`config.mk`:
```
export PLATFORM = sky130hd
export DESIGN_NAME = piso_shift_reg
export DESIGN_NICKNAME = d
export VERILOG_FILES = /design/src/rtl/piso_shift_reg.sv
export SDC_FILE = /design/constraint.sdc
export NUM_CORES = 1
export LEC_CHECK = 0
export ABC_AREA = 1
export BUFFER_PORTS_ARGS = -buffer_cell sky130_fd_sc_hd__buf_2
export CORE_AREA = 2 2 39 41
export CTS_CLUSTER_DIAMETER = 60
export DETAILED_ROUTE_END_ITERATION = 7
export DIE_AREA = 0 0 41 43
export SKIP_LAST_GASP = 1
export SYNTH_ARGS = -nofsm -noshare
export SYNTH_HDL_FRONTEND = slang
export SYNTH_SLANG_ARGS = --single-unit
```
`constraint.sdc`:
```
create_clock -name clk -period 1.1 [get_ports clk]
set_clock_uncertainty 0.15 [all_clocks]
set_input_delay 0.055 -clock clk [delete_from_list [all_inputs] [get_ports clk]]
set_output_delay 0.055 -clock clk [all_outputs]
set_load 0.1 [all_outputs]
```
`src/rtl/piso_shift_reg.sv`:
```
// Parallel-in serial-out shifter feeding the SIPO receiver; one bit per clock, back-to-back words.
// Optional PISO_PARITY_EN appends an even-parity bit after each word.
module piso_shift_reg #(
  parameter int WIDTH     = 4,
  parameter bit MSB_FIRST = 1'b1
) (
  input  logic             clk,
  input  logic             rst,
  input  logic             load,
  input  logic [WIDTH-1:0] pi,
  output logic             ready,
  output logic             so,
  output logic             so_valid,
  output logic             done,
  output logic             busy
);
  localparam int CW = $clog2(WIDTH);
  localparam logic [CW-1:0] LAST = CW'(WIDTH-1);

`ifdef PISO_PARITY_EN
  typedef enum logic [1:0] {S_IDLE, S_SHIFT, S_PARITY} state_t;
`else
  typedef enum logic [1:0] {S_IDLE, S_SHIFT} state_t;
`endif

  state_t           r_state, w_nxt_state;
  logic [WIDTH-1:0] r_shreg, w_nxt_shreg;
  logic [CW-1:0]    r_cnt,   w_nxt_cnt;
  logic             r_so, r_vld, r_done;
  logic             w_nxt_so, w_nxt_vld, w_nxt_done;
  logic             w_last, w_ready, w_acc, w_head;
`ifdef PISO_PARITY_EN
  logic             r_par, w_nxt_par;
`endif

  assign w_last = (r_state == S_SHIFT) && (r_cnt == LAST);
  assign w_head = MSB_FIRST ? r_shreg[WIDTH-1] : r_shreg[0];
`ifdef PISO_PARITY_EN
  assign w_ready = (r_state == S_IDLE) || (r_state == S_PARITY);
`else
  assign w_ready = (r_state == S_IDLE) || w_last;
`endif
  assign w_acc = load && w_ready;

  always_comb begin
    w_nxt_state = r_state;
    w_nxt_shreg = r_shreg;
    w_nxt_cnt   = r_cnt;
    w_nxt_so    = 1'b0;
    w_nxt_vld   = 1'b0;
    w_nxt_done  = 1'b0;
`ifdef PISO_PARITY_EN
    w_nxt_par   = r_par;
`endif
    if (w_acc) begin
      // First bit goes straight to so; shreg keeps only the remaining bits.
      w_nxt_state = S_SHIFT;
      w_nxt_cnt   = '0;
      w_nxt_vld   = 1'b1;
      w_nxt_so    = MSB_FIRST ? pi[WIDTH-1] : pi[0];
      w_nxt_shreg = MSB_FIRST ? (pi << 1) : (pi >> 1);
`ifdef PISO_PARITY_EN
      w_nxt_par   = ^pi;
`endif
    end else begin
      case (r_state)
        S_SHIFT: begin
          if (!w_last) begin
            w_nxt_cnt   = r_cnt + CW'(1);
            w_nxt_shreg = MSB_FIRST ? (r_shreg << 1) : (r_shreg >> 1);
            w_nxt_so    = w_head;
            w_nxt_vld   = 1'b1;
`ifndef PISO_PARITY_EN
            w_nxt_done  = (w_nxt_cnt == LAST);
`endif
          end else begin
`ifdef PISO_PARITY_EN
            w_nxt_state = S_PARITY;
            w_nxt_so    = r_par;
            w_nxt_vld   = 1'b1;
            w_nxt_done  = 1'b1;
`else
            w_nxt_state = S_IDLE;
`endif
          end
        end
`ifdef PISO_PARITY_EN
        S_PARITY: w_nxt_state = S_IDLE;
`endif
        default: w_nxt_state = S_IDLE;
      endcase
    end
  end

  always_ff @(posedge clk or negedge rst) begin
    if (!rst) begin
      r_state <= S_IDLE;
      r_shreg <= '0;
      r_cnt   <= '0;
      r_so    <= 1'b0;
      r_vld   <= 1'b0;
      r_done  <= 1'b0;
`ifdef PISO_PARITY_EN
      r_par   <= 1'b0;
`endif
    end else begin
      r_state <= w_nxt_state;
      r_shreg <= w_nxt_shreg;
      r_cnt   <= w_nxt_cnt;
      r_so    <= w_nxt_so;
      r_vld   <= w_nxt_vld;
      r_done  <= w_nxt_done;
`ifdef PISO_PARITY_EN
      r_par   <= w_nxt_par;
`endif
    end
  end

  assign ready    = w_ready;
  assign so       = r_so;
  assign so_valid = r_vld;
  assign done     = r_done;
  assign busy     = (r_state != S_IDLE);
endmodule

```
## Word-level counts from Yosys, hierarchy flattened

Index checks and enable logic that the tools add are counted.

- Add/sub/neg operators: 1
- Equality and inequality tests: 5
- Muxes and demuxes: 18
- Reductions and logical operators: 7

Operators by type and width:

| kind | count |
|---|---|
| $mux 2 | 6 |
| $mux 4 | 3 |
| $mux 1 | 9 |
| $eq 2x2->1 const B | 2 |
| $reduce_bool 2->1 | 2 |
| $ne 3x3->1 const B | 1 |
| $add 2x1->2 const B | 1 |
| $eq 2x1->1 const B | 1 |
| $logic_and 1x1->1 | 2 |
| $logic_not 2->1 | 1 |
| $ne 2x1->1 const B | 1 |
| $reduce_and 2->1 | 1 |
| $logic_or 1x1->1 | 1 |

- Register bits after elaboration: 11
- Input port bits: 7
- Word-level logic and storage cells: 37

## Logic depth before layout (Yosys ltp)

- Depth after elaboration: 6
- Mapped depth: 6
- Depth with buffers taken out: 5

## Worst setup path before layout

OpenSTA, ideal clock, no wires.

- Path kind: reg-to-reg
- Start: reg r_state[0]
- End: reg r_shreg[3]
- Library setup time: 0.125 ns
- Arrival: 1.475 ns
- Data required time: 0.825 ns
- Slack: -0.649 ns
- Stages on the path, launching flop included: 5
- Buffers on the path: 1
- Clock period less this slack: 1.749 ns
- Path through: dfrtp_1 nand2_2 buf_6 nand3_1 nand3_1

- Word-level cells in the longest chain between the ends: 6
- Elaborated cells between the ends (all ways): 9

RTL lines:

| what | line | text |
|---|---|---|
| start: declaration | 26 | `state_t r_state, w_nxt_state;` |
| start signal: assignment | 107 | `r_state <= w_nxt_state;` |
| $eq 2x1->1 | 36 | `assign w_last = (r_state == S_SHIFT) && (r_cnt == LAST);` |
| $logic_and 1x1->1 | 36 |  |
| $logic_or 1x1->1 * | 41 | `assign w_ready = (r_state == S_IDLE) \|\| w_last;` |
| via ready | 11 | `output logic ready,` |
| $logic_and 1x1->1 * | 43 | `assign w_acc = load && w_ready;` |
| $ne 2x1->1 (no source line) / $reduce_bool 2->1 (equally long branches) | n/a |  |
| $reduce_and 2->1 (no source line) | n/a |  |
| end signal: assignment | 108 | `r_shreg <= w_nxt_shreg;` |
| end: declaration | 27 | `logic [WIDTH-1:0] r_shreg, w_nxt_shreg;` |

The timed path passes the listed nets; every way through them passes the cells marked *.
A chain may end at the register's enable or synchronous reset.

## Worst setup path after layout

- Start: reg r_cnt[1]
- End: out ready

- Word-level cells in the longest chain between the ends: 3

RTL lines:

| what | line | text |
|---|---|---|
| start: declaration | 28 | `logic [CW-1:0] r_cnt, w_nxt_cnt;` |
| start signal: assignment | 109 | `r_cnt <= w_nxt_cnt;` |
| $eq 2x2->1 | 36 |  |
| $logic_and 1x1->1 | 36 |  |
| $logic_or 1x1->1 | 41 |  |
| end: declaration | 11 |  |

No other way between the ends.

==> results.cfg <==
[run_status]
status = complete, but fails checks
failed_checks = negative setup slack

[floorplan]
die-area_sq_um = 1760
initial_core_util_pct = 28.4
die_y_um = 43
core_sq_um = 1380
ioPinCount = 12
rows = 14
die_w_um = 41

[grt]
overflow = 0
grt_pass1_wl_um = 1610
antenna_found_initial = 0
grt_pass1_vias = 363
grt_usage_pct = 14.8
grt_max_degree = 13

[critical_path]
r2r-start = r_cnt[1]
crit_path_max_fanout = 2
timing.rr.end = r_shreg[3]
cpPeakStageDelay_ps = 400
worst_setup_path_start_kind = flop
critPathKind = flop to output port
crit_chain = ha_2 > inv_4 > nand2_8 > buf_12
crit_path_end_kind = output port
slowest_stage = dfrtp_1
critPathBufInv = 2
path_delay_family = flip-flops
rrSetupSlack_ps = -190
required_ps = 890
critPathArrivalTime_ps = 1150
r2r_cells = 6

[finish]
fillerInstances = 123
regArea_sq_um = 229
post-route-util_pct = 49.6
final_common_cell = dfrtp_1
n_antenna_cell = 0
area_growth_pct = 74.8
post-route-cell-area_sq_um = 687
multi_input_area_sq_um = 166
final_cell_mix = dfrtp_1, nand3_1, nand2_1
layout.nets = 74
drive_gt1_share_pct = 42.2

[detailed_routing]
drt_iter0_drc = 5
ant_nets = 0
post_drt_wl_per_cell_um = 12.2
totalWireLength_um = 972
via_count = 348
drt_first_pass_iters = 4
drc = 0
via_per_inst = 4.35

[logic_synthesis]
ys_ff_latch = 9
synth_nets = 49
synth_top_area_share_pct = 57.3
yosysSeqAreaShare_pct = 57.3
synth.area.top_cells = dfrtp_1, nand3_1, nand2_1
synthCells = 40
ys_warn_count = 0
synth.largest_area_cell = dfrtp_1
avgSynthCellArea_sq_um = 9.82
synth_cell_type_count = 11
syn_area_sq_um = 393

[clock_network]
cts.sinks = 9
root_buffer = clkbuf_4
cts_inserted_buffers = 3
clk_transition_reported_paths_ps = 70
tritoncts = built
cts.path.max_buffers = 2
h-tree-depth = 1
clk-insertion-delay-late_ps = 270

[sta]
hold_viol_final = 0
tightest_slew_ps = 248
slew_headroom_pct = 83.4
max_freq_mhz = 740
post-route-period-util_pct = 123
min_period_ps = 1350
worst_slack_ps = -251
slew_violations = 0
rsz0062_at_grt = true
whs_ps = 10.2
fin_tns_setup_ps = -1450
setup-violations-final = 11

[job]
cap_violations = 0

[placed_design]
numPortBuffers = 11
postPlaceCellArea_sq_um = 566
gp_congestion = 0.746
hpwl_um = 547

[hold_path]
hp-class = input pin to asynchronous set/reset pin
==> registers in the layout (all words and copies together) (netlist names) <==
register / cells
so: 1
so_valid: 1
r_shreg: 3
r_state: 1
done: 1
r_cnt: 2
==> worst reg2reg max path, cell delays in order (launching register included) <==
cell,delay (ps)
dfrtp_1,400
ha_2,200
inv_4,70
nand2_8,50
buf_6,150
nand3_1,80
nand3_1,80
==> cell usage after synthesis (all sizes together) <==
cell   instances
nand3         10
inv            5
nor2           2
ha             2
nand2          9
o21ai          2
dfrtp          9
buf            1
==> metrics by stage <==
step	setup WS, ps	cells
finish	-251	80
global route	-301	80
CTS	-268	79
detailed placement	-110	68
global placement	-105	68
floorplan	-196	40
==> cell families after synthesis <==
logic type | Yosys count | synth area share (%)
adders and majority gates | 2 | 6.37
and+or+nand+nor | 21 | 25.2
buffers and inverters | 6 | 7.64
AOI/OAI and AO/OA | 2 | 3.50
DFF | 9 | 57.3
==> cell type report <==
type,instances,share of cell area (%)
Sequential cell,9,33.3
Timing Repair Buffer,21,32.6
Multi-Input combinational cell,25,24.2
Clock buffer,4,3.83
Inverter,5,3.10
Tap cell,16,2.91
==> worst max-delay path by stage <==
stage / startpoint / slack [ps] / to / depth (start not counted)
6_report: r_cnt[1] / -250 / ready / 4
4_1_cts: r_cnt[1] / -270 / ready / 4
3_3_place_gp: r_cnt[0] / -100 / r_cnt[0] / 5
2_1_floorplan: r_state[0] / -200 / r_shreg[2] / 4
3_5_place_dp: r_cnt[0] / -110 / r_cnt[0] / 5
5_1_grt: r_cnt[1] / -300 / ready / 4
==> metal layers <==
layer / track usage [%] / wire (um) / share of wire [%]
met3: 6.28 / 38 / 3.9
met5: 0 / 0 / 0
met2: 23.8 / 517 / 53
met1: 15.2 / 391 / 40
met4: 8.00 / 24 / 2.5
==> what timing repair did <==
item | CTS | global route
buffers inserted | 1 | 1
endpoints found under the setup margin | 10 | 11
hold buffers | 6 | 0
resized for setup | 3 | 2
endpoints found under the hold margin | 13 | 0
pin swaps | 1 | 0
Power is left out: the tool's default activity adds up to more than one toggle a clock period on the data nets, which glitch-free logic cannot reach.
